**src/rtl/pipelined_accum_tree_adder.sv**
```systemverilog
// pipelined_accum_tree_adder
//   Pipelined binary-tree reduction of INPUTS_AMOUNT signed operands per beat,
//   followed by a multi-beat accumulator that sums beat results over a group
//   terminated by in_last. Each beat is either full precision (one P-bit
//   operand per input) or halved precision (two signed P/2-bit lanes per input).
//
//   Optional feature macro: TREE_ADDER_SATURATE_EN
//     defined   -> accumulator adds clamp to the signed OUT_WIDTH range and
//                  out_overflow reports any clamp within the group (sticky)
//     undefined -> accumulator adds wrap, out_overflow is tied to 0
//
// Ports
//   clk, rst         : clock, asynchronous active-high reset
//   inputs[N]        : signed operands of the beat (P bits each)
//   halvedPrecision  : beat mode, sampled with the beat
//   in_valid/in_last : beat present / beat closes its group
//   in_ready         : beat can be accepted this cycle (= pipeline advance)
//   out              : signed group sum (OUT_WIDTH bits)
//   out_count        : beats in the group, saturating at all-ones
//   out_overflow     : group result was clipped (saturating build only)
//   out_valid        : group result present
//   out_ready        : downstream accepts the result
module pipelined_accum_tree_adder #(
  parameter int INPUTS_AMOUNT = 8,
  parameter int P             = 8,
  parameter int STAGE_LAYERS  = 1,
  parameter int OUT_WIDTH     = 32,
  parameter int CNT_WIDTH     = 16
) (
  input  logic                 clk,
  input  logic                 rst,
  input  logic [P-1:0]         inputs [INPUTS_AMOUNT],
  input  logic                 halvedPrecision,
  input  logic                 in_valid,
  input  logic                 in_last,
  output logic                 in_ready,
  output logic [OUT_WIDTH-1:0] out,
  output logic [CNT_WIDTH-1:0] out_count,
  output logic                 out_overflow,
  output logic                 out_valid,
  input  logic                 out_ready
);

  localparam int L  = $clog2(INPUTS_AMOUNT);
  localparam int BW = P + L;                                   // exact beat-sum width
  localparam int HP = P / 2;
  localparam int S  = (L + STAGE_LAYERS - 1) / STAGE_LAYERS;   // tree register stages

  // Elaboration-time parameter legality checks
  if (INPUTS_AMOUNT < 2 || (INPUTS_AMOUNT & (INPUTS_AMOUNT - 1)) != 0) begin : g_bad_inputs
    $fatal(1, "INPUTS_AMOUNT must be a power of 2 and >= 2");
  end
  if ((P % 2) != 0 || P < 2) begin : g_bad_p
    $fatal(1, "P must be even");
  end
  if (STAGE_LAYERS < 1) begin : g_bad_layers
    $fatal(1, "STAGE_LAYERS must be >= 1");
  end
  if (OUT_WIDTH < P + L + 1) begin : g_bad_out_width
    $fatal(1, "OUT_WIDTH must be >= P + clog2(INPUTS_AMOUNT) + 1");
  end

  typedef enum logic {
    IDLE  = 1'b0,
    ACCUM = 1'b1
  } state_t;

  // A tree level is registered every STAGE_LAYERS layers and always at the root.
  function automatic logic is_reg_level(input int k);
    return (k >= 1) && ((k == L) || ((k % STAGE_LAYERS) == 0));
  endfunction

  // Saturation build: returns {clamped, sum}
`ifdef TREE_ADDER_SATURATE_EN
  function automatic logic [OUT_WIDTH:0] acc_add(input logic signed [OUT_WIDTH-1:0] a,
                                                 input logic signed [OUT_WIDTH-1:0] b);
    logic signed [OUT_WIDTH:0] wide;
    wide = (OUT_WIDTH+1)'(a) + (OUT_WIDTH+1)'(b);
    if (wide[OUT_WIDTH] != wide[OUT_WIDTH-1]) begin
      if (wide[OUT_WIDTH]) begin
        return {1'b1, 1'b1, {(OUT_WIDTH-1){1'b0}}};
      end else begin
        return {1'b1, 1'b0, {(OUT_WIDTH-1){1'b1}}};
      end
    end else begin
      return {1'b0, wide[OUT_WIDTH-1:0]};
    end
  endfunction
`else
  function automatic logic [OUT_WIDTH-1:0] acc_add(input logic signed [OUT_WIDTH-1:0] a,
                                                   input logic signed [OUT_WIDTH-1:0] b);
    return a + b;
  endfunction
`endif

  logic                        en;
  logic signed [BW-1:0]        lvl_sum [L+1][INPUTS_AMOUNT];
  logic signed [BW-1:0]        lvl_q   [L+1][INPUTS_AMOUNT];
  logic                        v_q     [1:S];
  logic                        last_q  [1:S];
  logic signed [OUT_WIDTH-1:0] beat_ext;
  logic signed [OUT_WIDTH-1:0] acc_q;
  logic signed [OUT_WIDTH-1:0] add_sum;
  logic [CNT_WIDTH-1:0]        cnt_q;
  logic [CNT_WIDTH-1:0]        cnt_inc;
  state_t                      state;
`ifdef TREE_ADDER_SATURATE_EN
  logic                        add_ovf;
  logic                        ovf_q;
  logic                        out_ovf_q;
`endif

  assign en       = !out_valid || out_ready;
  assign in_ready = en;
  assign beat_ext = OUT_WIDTH'(lvl_q[L][0]);
  assign cnt_inc  = (&cnt_q) ? cnt_q : cnt_q + CNT_WIDTH'(1);

  // Leaf formation (mode-dependent sign extension) and the adder layers.
  // A layer reads the register of the previous level when that level is
  // registered, otherwise its combinational sums.
  always_comb begin
    for (int k = 0; k <= L; k++) begin
      for (int i = 0; i < INPUTS_AMOUNT; i++) begin
        lvl_sum[k][i] = '0;
      end
    end
    for (int i = 0; i < INPUTS_AMOUNT; i++) begin
      if (halvedPrecision) begin
        lvl_sum[0][i] = BW'($signed(inputs[i][P-1:HP])) + BW'($signed(inputs[i][HP-1:0]));
      end else begin
        lvl_sum[0][i] = BW'($signed(inputs[i]));
      end
    end
    for (int k = 1; k <= L; k++) begin
      for (int i = 0; i < (INPUTS_AMOUNT >> k); i++) begin
        if (is_reg_level(k - 1)) begin
          lvl_sum[k][i] = lvl_q[k-1][2*i] + lvl_q[k-1][2*i+1];
        end else begin
          lvl_sum[k][i] = lvl_sum[k-1][2*i] + lvl_sum[k-1][2*i+1];
        end
      end
    end
  end

  // Accumulator add result for the beat leaving the tree
  always_comb begin
`ifdef TREE_ADDER_SATURATE_EN
    {add_ovf, add_sum} = acc_add(acc_q, beat_ext);
`else
    add_sum = acc_add(acc_q, beat_ext);
`endif
  end

  // Tree pipeline registers with valid/last tags; the whole pipe advances on en
  always_ff @(posedge clk or posedge rst) begin
    if (rst) begin
      for (int k = 0; k <= L; k++) begin
        for (int i = 0; i < INPUTS_AMOUNT; i++) begin
          lvl_q[k][i] <= '0;
        end
      end
      for (int s = 1; s <= S; s++) begin
        v_q[s]    <= 1'b0;
        last_q[s] <= 1'b0;
      end
    end else if (en) begin
      for (int k = 0; k <= L; k++) begin
        for (int i = 0; i < INPUTS_AMOUNT; i++) begin
          if (is_reg_level(k)) begin
            lvl_q[k][i] <= lvl_sum[k][i];
          end else begin
            lvl_q[k][i] <= '0;
          end
        end
      end
      v_q[1]    <= in_valid;
      last_q[1] <= in_last;
      for (int s = 2; s <= S; s++) begin
        v_q[s]    <= v_q[s-1];
        last_q[s] <= last_q[s-1];
      end
    end
  end

  // Group accumulator FSM and registered result outputs
  always_ff @(posedge clk or posedge rst) begin
    if (rst) begin
      state     <= IDLE;
      acc_q     <= '0;
      cnt_q     <= '0;
      out       <= '0;
      out_count <= '0;
      out_valid <= 1'b0;
`ifdef TREE_ADDER_SATURATE_EN
      ovf_q     <= 1'b0;
      out_ovf_q <= 1'b0;
`endif
    end else if (en) begin
      // en implies any held result is being consumed now
      out_valid <= 1'b0;
      if (v_q[S]) begin
        case (state)
          IDLE: begin
            if (last_q[S]) begin
              out       <= beat_ext;
              out_count <= CNT_WIDTH'(1);
              out_valid <= 1'b1;
`ifdef TREE_ADDER_SATURATE_EN
              out_ovf_q <= 1'b0;
`endif
            end else begin
              acc_q <= beat_ext;
              cnt_q <= CNT_WIDTH'(1);
              state <= ACCUM;
`ifdef TREE_ADDER_SATURATE_EN
              ovf_q <= 1'b0;
`endif
            end
          end
          ACCUM: begin
            if (last_q[S]) begin
              out       <= add_sum;
              out_count <= cnt_inc;
              out_valid <= 1'b1;
              acc_q     <= '0;
              cnt_q     <= '0;
              state     <= IDLE;
`ifdef TREE_ADDER_SATURATE_EN
              out_ovf_q <= ovf_q | add_ovf;
              ovf_q     <= 1'b0;
`endif
            end else begin
              acc_q <= add_sum;
              cnt_q <= cnt_inc;
`ifdef TREE_ADDER_SATURATE_EN
              ovf_q <= ovf_q | add_ovf;
`endif
            end
          end
          default: begin
            state <= IDLE;
          end
        endcase
      end
    end
  end

`ifdef TREE_ADDER_SATURATE_EN
  assign out_overflow = out_ovf_q;
`else
  assign out_overflow = 1'b0;
`endif

endmodule

```
**config.mk**
```make
export PLATFORM = sky130hd
export DESIGN_NAME = pipelined_accum_tree_adder
export DESIGN_NICKNAME = d
export VERILOG_FILES = /design/src/rtl/pipelined_accum_tree_adder.sv
export SDC_FILE = /design/constraint.sdc
export NUM_CORES = 1
export LEC_CHECK = 0
export ABC_CLOCK_PERIOD_IN_PS = 6400
export CAP_MARGIN = 20
export CORE_ASPECT_RATIO = 1.75
export CORE_MARGIN = 5
export CORE_UTILIZATION = 23
export DETAILED_ROUTE_END_ITERATION = 7
export PLACE_DENSITY = 0.45
export REMOVE_ABC_BUFFERS = 1
export SETUP_SLACK_MARGIN = 0.1
export SLEW_MARGIN = 10
export SYNTH_ARGS = -nofsm -noshare
export SYNTH_HDL_FRONTEND = slang
export SYNTH_SLANG_ARGS = --single-unit
```
**constraint.sdc**
```tcl
create_clock -name clk -period 6.4 [get_ports clk]
set_input_delay 1.28 -clock clk [delete_from_list [all_inputs] [get_ports clk]]
set_output_delay 1.28 -clock clk [all_outputs]
set_load 0.01 [all_outputs]
```
==> flow_summary.toml, run 1 <==
[worst_setup_path]
worst_ep_arrival_time_ps = 3110
crit_top_cell = "clkdlybuf4s50_1"
end_kind = "output port"
start_kind = "input port"
worstPathMaxFanout = 49
slowest_stage = "clkdlybuf4s50_1"
reg2reg_from = "out_valid"
critPathKind = "input port to output port"
startpoint = "out_ready"
required_ps = 5120
cp_cell_sequence = "clkdlybuf4s50_1 -> nor2b_2 -> buf_4 -> inv_4 -> clkdlybuf4s50_1"
crit_path_max_incr_delay_ps = 660

[pwr]
clkPwrFrac = 0.144
p_sw_uw = 3450
combPwrFrac = 0.595
switching_share = 0.449
p_int_uw = 4240
p_leak_uw = 0.00689
powerDensity_mw_per_mm2 = 499
peakVddDrop_mv = 0.217
power_frac_seq = 0.260

[grt]
grt_max_degree = 141
grt-ovfl-total = 0
grtUsageTotal = 0.114
antenna_found_initial = 0
first_global_vias = 10558
grt_pass1_wl_um = 56300

[floorplan]
fp.dieH_um = 322
rows = 114
dieArea_mm2 = 0.0608
io-pin-count = 121
die_w_um = 189
start_util = 0.232
core-area_mm2 = 0.0552

[drt]
first_pass_iters = 5
finalWirelength_um = 34100
viasPerCell = 4.64
num_vias = 10293
met1Wirelength_um = 13700
dr_wl_met2_um = 18900
ant_nets = 0
drc = 0
wl_per_cell_um = 15.4
wl_met3_um = 863
top_layer = "met4"
drt_iter0_markers = 401

[logic_synthesis]
synth_area_mm2 = 0.0128
syn_inst = 1422
synth-seq-cells = 181
async_flop_share = 1.00
synth.top_cell.area_share = 0.353
yosysSeqAreaShare = 0.353
yosys-top-cells-count = "dfrtp_1, a21oi_1, nand2_1"
post-synth-top-count-cell = "dfrtp_1"
synthFlopType = "dfrtp_1"
syn_avg_cell_area_um2 = 9.02
synth_cell_types = 74
synth.largest_area_cell = "dfrtp_1"
synth-edff-count = 0
yosys_warnings = 0
netlist_top_cells_area = "dfrtp_1, ha_1, a21oi_1"

[sta]
final-hold-violation-count = 0
finClkSkew_ps = 8.88
fin_setup_tns_ps = 0
final-setup-viol-count = 0
fin_crit_sh = 0.687
rsz0062_at_grt = "no"
fin_crit_ps = 4390
timing.fmax_mhz = 228
max_slew_margin = 0.350
drv_slew = 0
tightest_slew_ps = 973
hold_slack_ps = 466

[clocking]
clk_latency_ps = 450
cts.sinks = 181
numCtsBuffers = 17
ctsResizeCount = 0
cts_max_level = 4
cts_tree = "done"
cts_hold_buf = 0
clk_pin_slew_ps = 70
cts_root_buffer = "clkbuf_16"
cts_buffer_depth = 2
cts_setup_buffers = 0

[final_layout]
diodes = 0
area_delta_synth_final_pct = 20.0
multiInputGateArea_mm2 = 0.00777
num-nets-final = 1723
final_cell_count_no_fill = 2220
final_layout_size_suffix_gt1_frac = 0.0676
fillers = 5859
seq_area_mm2 = 0.00453

[placed_design]
place_congestion = 0.753
numPlacedInstances = 2187
hpwl_um = 26000
port_buffers = 119

[run]
maxCapViolations = 0

[outcome]
status = "finished clean"

[hold_path]
holdCritStartpoint = "out_count[7]"
hold_path.class = "register to register"
==> kinds of logic (layout without fill, tap and decap cells) <==
kind of cell	count (synthesis)	count (layout)	synth area share
buffers and inverters	136	238	0.0426
AND/OR/NAND/NOR	359	359	0.125
XOR/XNOR	101	101	0.0689
AO/OA/AOI/OAI	466	466	0.232
multiplexers	36	36	0.0305
other	1	1	0.000292
adder cells (fa/ha/maj)	142	142	0.148
flip-flops	181	181	0.353
==> cell usage in the layout (no fill, tap or decap), types with 17 or more instances in the layout <==
| cell | count |
|---|---|
| dfrtp_1 | 180 |
| a21oi_1 | 167 |
| nand2_1 | 148 |
| ha_1 | 126 |
| clkdlybuf4s50_1 | 118 |
| nor2_1 | 113 |
| o21ai_0 | 98 |
| xnor2_1 | 73 |
| inv_1 | 72 |
| o21a_1 | 38 |
| nand3_1 | 29 |
| a21o_1 | 29 |
| xor2_1 | 28 |
| mux2_2 | 25 |
| o21bai_1 | 24 |
| a221o_1 | 18 |
| clkbuf_16 | 17 |
==> routing by layer <==
metal | GRT usage | vias to the layer above
li1 | - | 5224
met1 | 0.127 | 4886
met2 | 0.223 | 148
met3 | 0.0148 | 35
met4 | 0.0350 | 0
met5 | 0 | -
==> metrics by stage <==
| stage | util | power (uW) | worst slack, ps | instance area [um^2] |
|---|---|---|---|---|
| after floorplan | - | 5280 | 205 | 12600 |
| after global placement | 0.267 | 6610 | 1880 | 14700 |
| after detailed placement | 0.267 | 6690 | 1770 | 14800 |
| after CTS | 0.278 | 7850 | 1940 | 15400 |
| after global routing | 0.279 | 8430 | 1880 | 15400 |
| final | 0.279 | 7690 | 2010 | 15400 |
==> sequential cells by signal, summed over array words and instances, names as in the netlist <==
register and count:
out_count 16, beat_ext 11, out_valid 1, state 1, out 32, acc_q 32
v_q 3, last_q 3, lvl_q 66, cnt_q 16
==> power by group through the flow <==
| stage | combinational [uW] | clock, uW | sequential (uW) |
|---|---|---|---|
| 3_3_place_gp | 4580 | 0 | 2030 |
| 2_1_floorplan | 3270 | 0 | 2010 |
| 4_1_cts | 4670 | 1160 | 2020 |
| 5_1_grt | 5170 | 1190 | 2080 |
| 3_5_place_dp | 4640 | 0 | 2040 |
| 6_report | 4580 | 1110 | 2000 |
==> path summary, 6_finish.rpt <==
check                                end  slack (ps)  cells after the start
min in group asynchronous  out_count[15]        1230                      2
max in group asynchronous      acc_q[20]        4280                      3
setup reg to reg                 out[16]        3230                      7
hold reg to reg             out_count[7]         470                      2
hold / removal              out_count[7]         470                      2
setup / recovery                in_ready        2010                      5
==> layout make-up <==
class	count	area share
flip-flops and latches	181	0.294
well taps	696	0.0566
clock inverters	15	0.0122
clock buffers	17	0.0276
repair buffers	131	0.0855
inverters	75	0.0189
multi-input cells	1105	0.505
==> critical path, delay by kind of cell <==
family,cells,cell delay (ps)
and+or+nand+nor,1,40
buffers and inverters,4,1740
Note: power is estimated with default switching activity, not from simulation.
==> inputs of run 2 (changes only) <==
--- a/config.mk
+++ b/config.mk
@@ -5,7 +5,7 @@
 export SDC_FILE = /design/constraint.sdc
 export NUM_CORES = 1
 export LEC_CHECK = 0
-export ABC_CLOCK_PERIOD_IN_PS = 6400
+export ABC_CLOCK_PERIOD_IN_PS = 3900
 export CAP_MARGIN = 20
 export CORE_ASPECT_RATIO = 1.75
 export CORE_MARGIN = 5
==> constraint.sdc (replaced) <==
create_clock -name clk -period 3.9 [get_ports clk]
set_input_delay 0.78 -clock clk [delete_from_list [all_inputs] [get_ports clk]]
set_output_delay 0.78 -clock clk [all_outputs]
set_load 0.01 [all_outputs]
==> run 2 against run 1 <==
Compared with the run above:
- routed wire length rose by 1.9%
- register-to-register slack got worse by 2400 ps
- worst setup slack got worse by 1600 ps
- critical path type is now input port to register
- highest routed layer unchanged
==> flow_summary.toml, run 2 (same netlist as run 1, synthesis figures left out) <==
[clocking]
cts.sinks = 181
cts_tree = "done"
cts_setup_buffers = 0
cts_root_buffer = "clkbuf_16"
ctsResizeCount = 0
numCtsBuffers = 17
cts_buffer_depth = 2
clk_pin_slew_ps = 80
clk_latency_ps = 440
cts_max_level = 4
cts_hold_buf = 0

[sta]
max_slew_margin = 0.308
drv_slew = 0
hold_slack_ps = 469
setup_slack_ps = 372
final-setup-viol-count = 0
finClkSkew_ps = 9.10
rsz0062_at_grt = "no"
tightest_slew_ps = 1040
final-hold-violation-count = 0
timing.fmax_mhz = 283
fin_crit_sh = 0.904
fin_setup_tns_ps = 0
fin_crit_ps = 3530

[floorplan]
core-area_mm2 = 0.0552
rows = 114
start_util = 0.232
dieArea_mm2 = 0.0608
io-pin-count = 121
fp.dieH_um = 322
die_w_um = 189

[pwr]
clkPwrFrac = 0.136
peakVddDrop_mv = 0.387
p_leak_uw = 0.00710
switching_share = 0.445
combPwrFrac = 0.597
powerDensity_mw_per_mm2 = 801
p_int_uw = 6990
p_sw_uw = 5600
power_frac_seq = 0.267

[run]
maxCapViolations = 0

[final_layout]
area_delta_synth_final_pct = 22.5
finalCoreUtilization = 0.285
multiInputGateArea_mm2 = 0.00776
num-nets-final = 1776
fillers = 5841
final_cell_mix = "dfrtp_1, a21oi_1, nand2_1"
seq_area_mm2 = 0.00453
layout_commonest_cell = "dfrtp_1"
largest_reg_flops = 66
final_layout_size_suffix_gt1_frac = 0.0964
top_register = "lvl_q"
reg_top3 = "lvl_q: 66 flops, acc_q: 32 flops, out: 32 flops"
final_cell_count_no_fill = 2273
diodes = 0

[hold_path]
hold-path-cell-count = 2
holdPathEnd = "out_count[5]"
holdCritStartpoint = "out_count[5]"
hold_path.class = "register to register"

[drt]
drc = 0
ant_nets = 0
num_vias = 10461
drt_iter0_markers = 399
viasPerCell = 4.60
finalWirelength_um = 34800
first_pass_iters = 4
wl_per_cell_um = 15.3

[worst_setup_path]
reg2reg_to = "acc_q[31]"
worst_ep_arrival_time_ps = 3920
critPathKind = "input port to register"
start_kind = "input port"
reg2reg_depth = 10
r2r_slack_ps = 830
required_ps = 4290
reg2reg_from = "beat_ext[10]"
worstPathMaxFanout = 2
end_kind = "register"

[grt]
first_global_vias = 10883
grt_pass1_wl_um = 56600
grt-ovfl-total = 0
grtUsageTotal = 0.115
antenna_found_initial = 0
grt_max_degree = 135

[outcome]
status = "finished clean"

[placed_design]
port_buffers = 119
place_congestion = 0.813
numPlacedInstances = 2241
pre_cts_ws_ps = -82.3
hpwl_um = 27100
==> run 2: cell count changes in the layout (fill, tap and decap cells not counted), moves of 2 or more <==
cell and delta:
nor2_1 +2, buf_4 +54, clkbuf_1 +2, inv_8 -3, clkinvlp_4 +3, nor2_2 -2
==> run 2: layer usage <==
metal | vias up | share of wire | global-route usage | wire, um
li1 | 5325 | - | - | -
met5 | - | 0 | 0 | 0
met3 | 26 | 0.026 | 0.0180 | 896
met2 | 134 | 0.56 | 0.229 | 19500
met4 | 0 | 0.016 | 0.0327 | 555
met1 | 4976 | 0.40 | 0.124 | 13800
==> run 2: final cells by class <==
| cell class | instances | area share |
|---|---|---|
| multi-input combinational | 1105 | 0.494 |
| sequential | 181 | 0.288 |
| timing repair buffer | 184 | 0.108 |
| tap | 696 | 0.0554 |
| clock buffer | 20 | 0.0284 |
| inverter | 75 | 0.0185 |
| clock inverter | 12 | 0.00772 |
==> run 2: worst max path at each step <==
stage                      end  startpoint  slack [ps]  cells past startpoint
finish              lvl_q[252]  inputs[40]         370                     14
global route        lvl_q[239]  inputs[16]         130                     14
CTS                 lvl_q[252]  inputs[40]         400                     14
detailed placement  lvl_q[252]  inputs[40]         -80                     14
global placement    lvl_q[263]  inputs[60]         -10                     14
floorplan             acc_q[0]         rst       -1800                      1
==> run 2: worst max-delay path, cell delays in order <==
cell,delay (ps)
clkdlybuf4s50_1,420
ha_1,230
fa_1,420
a2111oi_0,450
a21oi_1,90
nand2_1,110
o21a_1,140
ha_1,230
and2_1,150
o21ai_0,160
nand2b_1,100
a2111o_1,420
nand3_1,100
o21a_1,130
==> run 2: power groups by stage <==
stage	clock network [uW]	logic [uW]	registers, uW
after CTS	1790	7690	3400
after floorplan	0	5360	3300
after global routing	1850	8510	3490
after detailed placement	0	7650	3440
after global placement	0	7520	3410
final	1710	7520	3360
==> run 2: metrics by stage <==
step | total power, uW | instance area (um^2)
floorplan | 8660 | 12600
global placement | 10900 | 15200
detailed placement | 11100 | 15200
CTS | 12900 | 15700
global route | 13900 | 15700
finish | 12600 | 15700
==> edit 1: new RTL, flow settings as in run 1 <==
Add a define of `TREE_ADDER_SATURATE_EN`.
--- a/src/rtl/pipelined_accum_tree_adder.sv
+++ b/src/rtl/pipelined_accum_tree_adder.sv
@@ -21,4 +21,6 @@
 //   out_valid        : group result present
 //   out_ready        : downstream accepts the result
+`define TREE_ADDER_SATURATE_EN
+
 module pipelined_accum_tree_adder #(
   parameter int INPUTS_AMOUNT = 8,
Check against the original RTL: same outputs for any inputs over 4 cycles, from zero or initial values and one cycle with rst high; that may be too few to reach the edited logic, so the function may still have changed.
==> edit 1 against run 1 <==
  * Sequential cell count rose by 2
  * First-iteration DRC count fell by 2.7%
  * Sequential share of layout area fell by 0.47 points
  * Power rose by 12%
  * Die area rose by 2.8%
  * Critical endpoint unchanged
  * Synthesized area rose by 2.9%
  * Critical path type unchanged
  * Wire length rose by 12%
  * Setup slack improved by 0.14 ns
  * Final area rose by 2.7%
  * Count of clock-buffer cells in the layout rose by 1
==> edit 1: results <==
metrics = {
    "run_status": {
        "outcome": "complete, no violations",
    },
    "synth": {
        "synth_seq_area_share": 0.3469,
        "synth_top_area_frac": 0.3469,
        "synth.distinct_cells": 76,
        "postSynthCellCount": 1497,
        "synth_commonest_cells": "dfrtp_1 (183), nand2_1 (156), nor2_1 (155)",
        "yosys-top-cells-area": "dfrtp_1 (35%), ha_1 (12%), a21oi_1 (5.3%), nand2_1 (4.4%), nor2_1 (4.4%)",
    },
    "critical_path": {
        "worstReg2RegEnd": "out[4]",
        "reg2regPathDepth": 11,
        "max_stage_delay_ns": 0.64,
        "crit_arrival_ns": 2.97,
        "path_max_fanout": 46,
    },
    "placement": {
        "io_buffers": 120,
        "dp.final_hpwl_mm": 29.35,
        "place_inst": 2331,
    },
    "grt": {
        "grt_pass1_vias": 11500,
        "grt_max_degree": 116,
        "grt_pass1_wl_mm": 61.51,
        "grt.total_usage": 0.1232,
    },
    "hold_path": {
        "min_from": "v_q[1]",
    },
    "power_and_ir_drop": {
        "power_switching_share": 0.4701,
        "vdd_drop_max_mv": 0.2482,
    },
    "finish": {
        "final_cells": 2363,
        "nNetsFinal": 1796,
    },
    "sta": {
        "fin_skew_ns": 0.01392,
    },
    "route": {
        "first_iter_violations": 390,
        "vias_per_cell": 4.619,
    },
}
[edit 1: cell types whose count changed in the layout (fill, tap and decap cells not counted), moves of 10 or more]
cell,delta
o21bai_1,-19
o211ai_1,+17
o31ai_1,+18
nor2_1,+41
a211oi_1,+10
nor3_1,+11
a221o_1,-11
a21oi_1,-27
xnor2_1,-18
[edit 1: worst min-delay path by stage]
stage,to,slack (ns),cells past startpoint
finish,v_q[1],0.47,2
floorplan,last_q[1],0.44,2
global route,v_q[2],0.51,2
CTS,v_q[2],0.47,2
global placement,v_q[2],0.45,2
detailed placement,v_q[2],0.46,2
[edit 1: logic make-up (layout without fill, tap and decap cells)]
kind of cell | after synthesis | in the layout | share of synthesized area
compound gates | 475 | 475 | 0.2307
xor+xnor | 87 | 87 | 0.05914
fa+ha+maj | 149 | 149 | 0.1495
buf+inv | 147 | 246 | 0.04407
flops | 183 | 183 | 0.3469
mux | 33 | 33 | 0.02796
simple gates | 423 | 423 | 0.1419
[edit 1: cell type report]
| cell class | instances | area [um2] |
|---|---|---|
| fillers | 6095 | 41220 |
| multi-input cells | 1167 | 8053 |
| flip-flops and latches | 183 | 4579 |
| repair buffers | 137 | 1324 |
| well taps | 767 | 959.7 |
| clock buffers | 18 | 439.2 |
| inverters | 77 | 297.8 |
| clock inverters | 14 | 163.9 |
[edit 1: through the flow]
step	hold slack, ns	setup slack (ns)	area, um2	setup TNS, ns	power (mW)
final	0.4682	2.148	15820	0	8.646
after global routing	0.5143	1.710	15820	0	9.483
after CTS	0.4735	2.115	15820	0	8.818
after detailed placement	0.4568	1.690	15210	0	7.641
after global placement	0.4513	1.782	15210	0	7.580
after floorplan	0.4386	-0.8942	12910	-33.64	5.893
[edit 1: worst reg2reg max path, stage by stage (launching register included)]
cell      delay, ns
dfrtp_1        0.39
buf_4          0.27
ha_1           0.51
nand4_1        0.24
or3_1          0.40
a311oi_2       0.42
o31ai_4        0.12
xnor2_1        0.16
buf_4          0.26
and2_1         0.65
o21ai_0        0.25
a31oi_1        0.24
[edit 1: power by group through the flow]
stage	clock (mW)	combinational, mW	sequential (mW)
after floorplan	0	3.88	2.01
after global placement	0	5.49	2.09
after detailed placement	0	5.53	2.11
after CTS	1.17	5.57	2.08
after global routing	1.20	6.15	2.13
final	1.12	5.47	2.06
[edit 1: layer usage]
layer / global-route usage / up-vias / wire (um)
met1: 0.1350 / 5205 / 15010
met4: 0.04141 / 0 / 902
met3: 0.01674 / 45 / 1103
met5: 0 / - / 0
li1: - / 5493 / -
met2: 0.2393 / 171 / 21090
==> edit 2: new RTL, settings of run 1 <==
Without the edit above. Reset style: synchronous (`rst`), changed in 2 clocked blocks. Comments in the files are not updated.
--- a/src/rtl/pipelined_accum_tree_adder.sv
+++ b/src/rtl/pipelined_accum_tree_adder.sv
@@ -153,5 +153,5 @@
 
   // Tree pipeline registers with valid/last tags; the whole pipe advances on en
-  always_ff @(posedge clk or posedge rst) begin
+  always_ff @(posedge clk) begin
     if (rst) begin
       for (int k = 0; k <= L; k++) begin
@@ -184,5 +184,5 @@
 
   // Group accumulator FSM and registered result outputs
-  always_ff @(posedge clk or posedge rst) begin
+  always_ff @(posedge clk) begin
     if (rst) begin
       state     <= IDLE;
Behaviour: same outputs for any inputs over 4 cycles, from zero or initial values and one cycle with rst high; that may be too few to reach the edited logic, so the function may still have changed.
==> edit 2 against run 1 <==
  * Setup slack improved by 0.29 ns
  * First-iteration DRC count fell by 23%
  * Count of clock-buffer cells in the layout increased by 2
  * Critical path type is now in -> reg
  * Sequential cell count unchanged
  * Final area shrank 4.0%
  * Die area decreased by 4.0%
  * Core utilization down 0.076 points
  * Wire length shrank 5.8%
  * Cell count decreased by 4.6%
  * Synthesized area shrank 4.2%
Power is not compared: it rests on default switching activity, and its combinational part moved more than twofold at a synthesized area within 25%.
==> edit 2: results <==
metrics = {
    "run_status": {
        "outcome": "complete, no violations",
    },
    "placement": {
        "place_inst": 2085,
        "dpl_cell_area_um2": 14220,
    },
    "grt": {
        "grt_max_degree": 84,
        "grt.total_usage": 0.1124,
        "grt_pass1_vias": 10110,
        "grt_pass1_wl_mm": 52.57,
    },
    "finish": {
        "fillCellCount": 5586,
        "top_regs": "lvl_q: 77 flops, acc_q: 32 flops, out: 32 flops",
    },
    "synth": {
        "synth.distinct_cells": 69,
        "syn_area_per_cell_um2": 9.244,
        "synthArstFlopShare": 0,
        "synth_commonest_cells": "nor2_1 (172), a21oi_1 (140), ha_1 (126)",
        "synth_compound_area_frac": 0.2216,
        "yosys-top-cells-area": "edfxtp_1 (20%), dfxtp_1 (16%), ha_1 (13%), a21oi_1 (5.7%), xnor2_1 (5.6%)",
        "synth_xor_area_frac": 0.07409,
        "synth_edf_count": 83,
        "yosys.area_share.adder": 0.1543,
        "synthMuxAreaShare": 0.02687,
        "ys.flop_type": "dfxtp_1",
    },
    "route": {
        "vias": 9758,
        "first_iter_violations": 307,
        "wire_per_inst_um": 15.19,
    },
    "critical_path": {
        "crit_arrival_ns": 4.27,
        "path_delay_family": "compound AO/OA/AOI/OAI gates",
    },
    "sta": {
        "fin_skew_ns": 0.01352,
    },
}
==> edit 2: cell types whose count changed after synthesis, sizes merged, moves of 19 or more <==
cell | before | now
nand2 | 151 | 72
edfxtp | 0 | 83
dfxtp | 0 | 98
o21a | 38 | 19
a21oi | 169 | 140
inv | 74 | 48
dfrtp | 181 | 0
a21o | 30 | 51
nor2 | 116 | 172
==> edit 2: per-layer routing <==
metal | up-vias | routed length [um] | global-route usage
met4 | 0 | 777 | 0.03773
li1 | 5004 | - | -
met5 | - | 0 | 0
met3 | 34 | 982 | 0.01577
met2 | 173 | 18170 | 0.2257
met1 | 4547 | 12220 | 0.1164
==> edit 2: path summary, 6_finish.rpt <==
kind / start / end / slack, ns / depth (start not counted)
worst max-delay path: inputs[20] / lvl_q[0][62] / 2.29 / 13
worst min-delay path: out_count[8] / out_count[8] / 0.46 / 2
worst max register to register: lvl_q[1][77] / out[30] / 2.82 / 12
worst min register to register: out_count[8] / out_count[8] / 0.46 / 2
==> edit 2: layout make-up <==
class                   count  share of cell area
clock inverters            13            0.008299
clock buffers              19             0.02930
well taps                 684             0.05793
flip-flops and latches    181              0.3015
repair buffers            131             0.08689
multi-input cells        1041              0.5039
inverters                  48             0.01220
==> edit 2: cell families after synthesis <==
logic type / Yosys count
compound gates: 416
fa+ha+maj: 142
buf+inv: 108
xor+xnor: 104
other cells: 1
flops: 181
mux: 30
simple gates: 348
==> edit 2: power breakdown <==
part	leakage (nW)	switching [mW]	internal, mW
Sequential	1.76	0.0936	1.39
Combinational	4.10	0.681	0.550
Clock	0.269	0.484	0.542
Total	6.14	1.26	2.48
==> edit 2: worst min-delay path: cells and delay by family (launching register included) <==
kind             cells  cell delay (ns)
AO/OA/AOI/OAI        1             0.05
flip-flops           1             0.33
AND/OR/NAND/NOR      1             0.04
